$ cat config.mk
export PLATFORM = sky130hd
export DESIGN_NAME = sw_debounce_ctrl
export DESIGN_NICKNAME = d
export VERILOG_FILES = /design/src/rtl/sw_debounce_ctrl.sv
export SDC_FILE = /design/constraint.sdc
export NUM_CORES = 1
export LEC_CHECK = 0
export BUFFER_PORTS_ARGS = -buffer_cell sky130_fd_sc_hd__buf_4
export CAP_MARGIN = 20
export CELL_PAD_IN_SITES_DETAIL_PLACEMENT = 0
export CELL_PAD_IN_SITES_GLOBAL_PLACEMENT = 1
export CORE_MARGIN = 2
export CORE_UTILIZATION = 49
export CTS_CLUSTER_SIZE = 14
export DETAILED_ROUTE_END_ITERATION = 10
export PLACE_DENSITY = 0.95
export SETUP_SLACK_MARGIN = 0.4
export SLEW_MARGIN = 20
export SYNTH_ARGS = -nofsm -noshare
export SYNTH_HDL_FRONTEND = slang
export SYNTH_SLANG_ARGS = --single-unit
$ cat constraint.sdc
create_clock -name i_clk -period 4.3 [get_ports i_clk]
set_input_delay 0.645 -clock i_clk [delete_from_list [all_inputs] [get_ports i_clk]]
set_output_delay 0.645 -clock i_clk [all_outputs]
set_load 0.05 [all_outputs]
$ cat src/rtl/sw_debounce_ctrl.sv
// ---------------------------------------------------------------------------
// sw_debounce_ctrl
//
// Debounce and edge-event controller for the synchronized switch vector.
// A prescaler produces a sample tick every TICK_DIV clocks while i_en=1.
// On each tick every switch bit is compared against its published
// (debounced) level. A per-bit counter tracks how many consecutive ticks the
// input has differed; once it has differed for STABLE_CNT ticks the new level
// is accepted. Accepted rising/falling transitions set sticky pending flags,
// which are cleared by a masked write-1-to-clear strobe. o_irq is asserted
// combinationally while any pending flag is set.
//
// Optional feature (macro SW_DEBOUNCE_IRQ_MASK_EN):
//   Adds i_mask_we / i_mask_data and a WIDTH-bit interrupt mask register
//   (reset to all ones). Masked bits still record pending flags but do not
//   contribute to o_irq. Without the macro every pending bit drives o_irq.
//
// Reset is asynchronous and active-low (i_reset); everything runs on i_clk.
// ---------------------------------------------------------------------------
module sw_debounce_ctrl #(
    parameter int WIDTH      = 32,
    parameter int TICK_DIV   = 1000,  // legal range 1 .. 2**20
    parameter int STABLE_CNT = 4      // legal range 1 .. 15
) (
    input  logic             i_clk,
    input  logic             i_reset,
    input  logic [WIDTH-1:0] i_sw,
    input  logic             i_en,
    input  logic             i_clr_we,
    input  logic [WIDTH-1:0] i_clr_mask,
`ifdef SW_DEBOUNCE_IRQ_MASK_EN
    input  logic             i_mask_we,
    input  logic [WIDTH-1:0] i_mask_data,
`endif
    output logic [WIDTH-1:0] o_sw_stable,
    output logic [WIDTH-1:0] o_sw_rise,
    output logic [WIDTH-1:0] o_sw_fall,
    output logic             o_irq
);

    // -----------------------------------------------------------------------
    // Widths and terminal counts
    // -----------------------------------------------------------------------
    // A one-bit prescaler is kept even for TICK_DIV=1; it then simply stays 0.
    localparam int DIV_W = (TICK_DIV > 1) ? $clog2(TICK_DIV) : 1;
    localparam int CNT_W = $clog2(STABLE_CNT + 1);

    localparam logic [DIV_W-1:0] DIV_LAST = DIV_W'(TICK_DIV - 1);
    localparam logic [CNT_W-1:0] CNT_LAST = CNT_W'(STABLE_CNT - 1);

    // -----------------------------------------------------------------------
    // Prescaler
    // -----------------------------------------------------------------------
    logic [DIV_W-1:0] div_cnt_reg;
    logic [DIV_W-1:0] div_cnt_next;
    logic             tick;

    assign tick = i_en && (div_cnt_reg == DIV_LAST);

    // Count 0..TICK_DIV-1 while enabled; parked at 0 while disabled.
    always_comb begin
        div_cnt_next = '0;
        if (i_en && !tick) begin
            div_cnt_next = div_cnt_reg + DIV_W'(1);
        end
    end

    // Prescaler state register.
    always_ff @(posedge i_clk or negedge i_reset) begin
        if (!i_reset) begin
            div_cnt_reg <= '0;
        end else begin
            div_cnt_reg <= div_cnt_next;
        end
    end

    // -----------------------------------------------------------------------
    // Debounced level and pending flag registers
    // -----------------------------------------------------------------------
    logic [WIDTH-1:0] stable_reg;
    logic [WIDTH-1:0] stable_next;
    logic [WIDTH-1:0] rise_reg;
    logic [WIDTH-1:0] rise_next;
    logic [WIDTH-1:0] fall_reg;
    logic [WIDTH-1:0] fall_next;
    logic [WIDTH-1:0] accept;
    logic [WIDTH-1:0] clr_bits;
    logic [WIDTH-1:0] irq_en_mask;

    // -----------------------------------------------------------------------
    // Per-bit stability counters
    // -----------------------------------------------------------------------
    genvar gi;
    generate
        for (gi = 0; gi < WIDTH; gi++) begin : g_bit
            logic [CNT_W-1:0] cnt_reg;
            logic [CNT_W-1:0] cnt_next;
            logic             differs;

            assign differs = i_sw[gi] ^ stable_reg[gi];

            // The new level is accepted on the tick that would have been the
            // STABLE_CNT-th consecutive differing sample.
            assign accept[gi] = tick && differs && (cnt_reg == CNT_LAST);

            // Advance on differing ticks, restart on agreement or acceptance,
            // and drop any partial count while sampling is disabled.
            always_comb begin
                cnt_next = cnt_reg;
                if (!i_en) begin
                    cnt_next = '0;
                end else if (tick) begin
                    if (!differs || (cnt_reg == CNT_LAST)) begin
                        cnt_next = '0;
                    end else begin
                        cnt_next = cnt_reg + CNT_W'(1);
                    end
                end
            end

            // Stability counter register for this bit.
            always_ff @(posedge i_clk or negedge i_reset) begin
                if (!i_reset) begin
                    cnt_reg <= '0;
                end else begin
                    cnt_reg <= cnt_next;
                end
            end
        end
    endgenerate

    // -----------------------------------------------------------------------
    // Next-state for levels and pending flags
    // -----------------------------------------------------------------------
    // An accepted bit always differs from its current level, so toggling the
    // accepted bits yields the new debounced vector. A set arriving in the
    // same cycle as a clear on that bit wins because it is ORed in last.
    always_comb begin
        clr_bits    = i_clr_we ? i_clr_mask : '0;
        stable_next = stable_reg ^ accept;
        rise_next   = (rise_reg & ~clr_bits) | (accept & i_sw);
        fall_next   = (fall_reg & ~clr_bits) | (accept & ~i_sw);
    end

    // Debounced level and sticky pending flag registers.
    always_ff @(posedge i_clk or negedge i_reset) begin
        if (!i_reset) begin
            stable_reg <= '0;
            rise_reg   <= '0;
            fall_reg   <= '0;
        end else begin
            stable_reg <= stable_next;
            rise_reg   <= rise_next;
            fall_reg   <= fall_next;
        end
    end

    // -----------------------------------------------------------------------
    // Interrupt mask
    // -----------------------------------------------------------------------
`ifdef SW_DEBOUNCE_IRQ_MASK_EN
    logic [WIDTH-1:0] mask_reg;

    // Interrupt mask register, all bits enabled out of reset.
    always_ff @(posedge i_clk or negedge i_reset) begin
        if (!i_reset) begin
            mask_reg <= '1;
        end else if (i_mask_we) begin
            mask_reg <= i_mask_data;
        end
    end

    assign irq_en_mask = mask_reg;
`else
    assign irq_en_mask = '1;
`endif

    // -----------------------------------------------------------------------
    // Outputs
    // -----------------------------------------------------------------------
    assign o_sw_stable = stable_reg;
    assign o_sw_rise   = rise_reg;
    assign o_sw_fall   = fall_reg;
    assign o_irq       = |((rise_reg | fall_reg) & irq_en_mask);

endmodule

==> impl_results.md <==
- FP Rows: a little over 50
- CTS buffer count: 22
- Routed WL: 25000 um
- Reg2reg setup slack: 1.66 ns
- CP endpoint kind: output port
- Max-cap violations: 0
- Peak Freq: 0.322 GHz
- CP Launch Type: flop
- CTS clock-pin slew for the worst setup and hold paths: about 0.06 ns
- Main combinational cell family by area after synthesis: compound AO/OA/AOI/OAI gates
- Final Wtd Congestion: a little under 0.8
- Clk_lat worst skew: 0.50 ns
- Crit Path Category: reg2out
- R2r startpoint: div_cnt_reg[0]
- R2R cell count: 5
- XOR/XNOR Fraction of Synth Area: 0.00533
- Async set or reset register ratio after synthesis: 1.00
- CTS Buffer Depth: 3
- Status: complete, no violations
- Cell area after layout: approximately 12000 sq um
- Height of the die: 146 um
- Leak Pwr: 5.70 nW
- Vias post-DR: about 7500
- Mapped cell area: a little under 10000 sq um
- Sw Ratio: 0.224
- Combinational share of power: 0.057
- RSZ-0062 raised after global routing: false
- Vias in the first global route: ~7600
- Synthesized net count: 966
- Initial Util: 0.504
- #FFs+latches synth: 202
- Critical Path AT: ~2.5 ns
- Post-synth EDFFs: 0
- Core Box Area: between 15000 and 20000 sq um
- Initial antenna violation count: 0
- Die Span X: ~150 um
- Die area: between 20000 and 25000 sq um
- Fillers: about 1600
- HP Class: in2async
- Post-synth cell types: 36
- Switch Pwr: a little under 0.9 mW
- Sink Count: about 200
- Clock power frac: 0.458
- Fin. max-slew vios: 0
- Routed length per instance: 19.8 um
- Clk_skew: between 0.008 and 0.009 ns
- Req. time, crit path: roughly 3.7 ns
- Post-CTS Hold Buffers: 0
- Final Hold Vio Count: 0
- Final period util: 0.722
- Cell Area, Placed: 11300 sq um
- All-layer global routing usage: 0.231
- Antenna Cells: 0
- CTS tree: built
- Antenna-violating nets left: 0
- Syn Area/Cell: approximately 12 sq um
- # DRC: 0
- Worst rel slew slack: 0.345
- Register area share after synthesis: 0.512
- DP Wirelength: 16800 um
- Simple-gate area share of the yosys netlist: 0.134
- Pwr Density: 330 nW/um^2
- Max FFs per register: 96
- GRT overflow: 0
- YS warnings: 0
- IO Count: about 170
- Crit-path max FO: 3
- Largest net degree at the start of global routing: approximately 120
- Reg2reg end: o_sw_stable[14]
- Post-synthesis mux area share: 0.0690
- Cell-internal power: slightly above 3 mW
- Layout cells sized above 1: 0.228
- Worst-margin pin slew: 0.983 ns
- Drt pass-1 iters: 7
- Seq pwr share: 0.485
- Setup fix buffers added after clock tree synthesis: 0
- Port bufs: approximately 160
- Vias per cell: about 6
- CTS H-tree depth: 1
- Number of nets in the layout: between 1000 and 1500
- Global-route wire length before repair: around 40000 um
- Synth Area in Compound Gates: 0.143
- DRT iter0 DRCs: around 500
- Setup TNS: 0 ns
- Most used flip-flop cell after synthesis: dfrtp_1
- CTS resizes: 0
- Area grow syn2layout: 21.2%
- Worst VDD drop: 0.000224 V
- Hold WS: 0.294 ns
- Final Critical Period: 3.11 ns
- Cells after synthesis: ~830
- # setup viols final: 0
- Adder-Cell Fraction of Synth Area: 0.0824
- Clock root cell: clkbuf_16
==> worst max-delay path, stage by stage (launching register included) <==
cell	delay [ns]
dfrtp_1	0.41
nor4_1	0.59
nand4_1	0.16
or4_1	0.59
buf_4	0.22
==> synthesized netlist by cell type, types with 11 or more instances <==
| cell type | instances | area (sq um) |
|---|---|---|
| o2111ai_1 | 29 | 254 |
| o2bb2ai_1 | 32 | 280 |
| buf_2 | 24 | 120 |
| and3b_1 | 32 | 280 |
| mux2_2 | 21 | 236 |
| nor2b_1 | 58 | 363 |
| nand2_1 | 42 | 158 |
| nand4_1 | 41 | 257 |
| mux2i_1 | 32 | 320 |
| dfrtp_1 | 202 | 5050 |
| nor4_1 | 16 | 100 |
| mux2_1 | 11 | 124 |
| o22ai_1 | 32 | 200 |
| a32o_1 | 58 | 581 |
| inv_1 | 66 | 248 |
| ha_1 | 65 | 813 |
==> metal layers <==
metal,up-vias,GRT usage,wire length [um]
met4,0,0.0608,486
met2,270,0.381,12000
met1,3758,0.322,11100
li1,3466,-,-
met5,-,0,0
met3,43,0.0317,1430
==> metrics by stage <==
stage | util | power [mW] | cells | setup WS (ns)
after global placement | 0.574 | 2.17 | 1225 | 1.70
final | 0.611 | 3.94 | 1264 | 1.19
after global routing | 0.611 | 4.06 | 1264 | 1.14
after CTS | 0.609 | 3.96 | 1263 | 1.19
after floorplan | - | 2.04 | 833 | 1.90
after detailed placement | 0.574 | 2.17 | 1225 | 1.71
==> logic make-up (layout without fill, tap and decap cells) <==
logic type / count (synthesis) / count (layout)
muxes: 64 / 64
and+or+nand+nor: 216 / 216
adders and majority gates: 65 / 65
xor gates and xnor gates: 6 / 6
DFF: 202 / 202
AOI/OAI and AO/OA: 168 / 168
buffers and inverters: 112 / 278
==> final cells by class <==
type	instances	area, sq um	area share
Clock inverter	3	42.5	0.00356
Clock buffer	35	641	0.0536
Sequential cell	202	5050	0.423
Inverter	66	248	0.0207
Multi-Input combinational cell	519	4300	0.359
Tap cell	265	332	0.0277
Timing Repair Buffer	174	1350	0.112
==> power groups by stage <==
stage / Clock (mW) / Sequential, mW / Combinational, mW
2_1_floorplan: 0 / 1.94 / 0.0947
3_3_place_gp: 0 / 1.95 / 0.218
3_5_place_dp: 0 / 1.95 / 0.220
4_1_cts: 1.82 / 1.91 / 0.222
5_1_grt: 1.90 / 1.91 / 0.247
6_report: 1.81 / 1.91 / 0.225
==> how the worst max path moves through the flow <==
stage                  start    end  slack [ns]
5_1_grt         o_sw_fall[1]  o_irq        1.14
6_report        o_sw_fall[1]  o_irq        1.19
3_3_place_gp   o_sw_fall[23]  o_irq        1.70
2_1_floorplan  o_sw_fall[29]  o_irq        1.90
3_5_place_dp    o_sw_fall[1]  o_irq        1.71
4_1_cts         o_sw_fall[1]  o_irq        1.19
==> cells in the final DEF, fill, tap and decap left out, drive strengths merged, types with 3 or more instances in the layout <==
cell type / count
a21oi: 4
a32o: 58
and3b: 32
buf: 173
clkbuf: 36
dfrtp: 202
ha: 65
inv: 66
mux2: 32
mux2i: 32
nand2: 42
nand2b: 7
nand3: 4
nand4: 41
nor2: 5
nor2b: 58
nor4: 16
o2111ai: 29
o21ai: 9
o22ai: 32
o2bb2ai: 32
or3: 3
or4: 3
xor2: 5
Note: power is estimated with default switching activity, not from simulation.
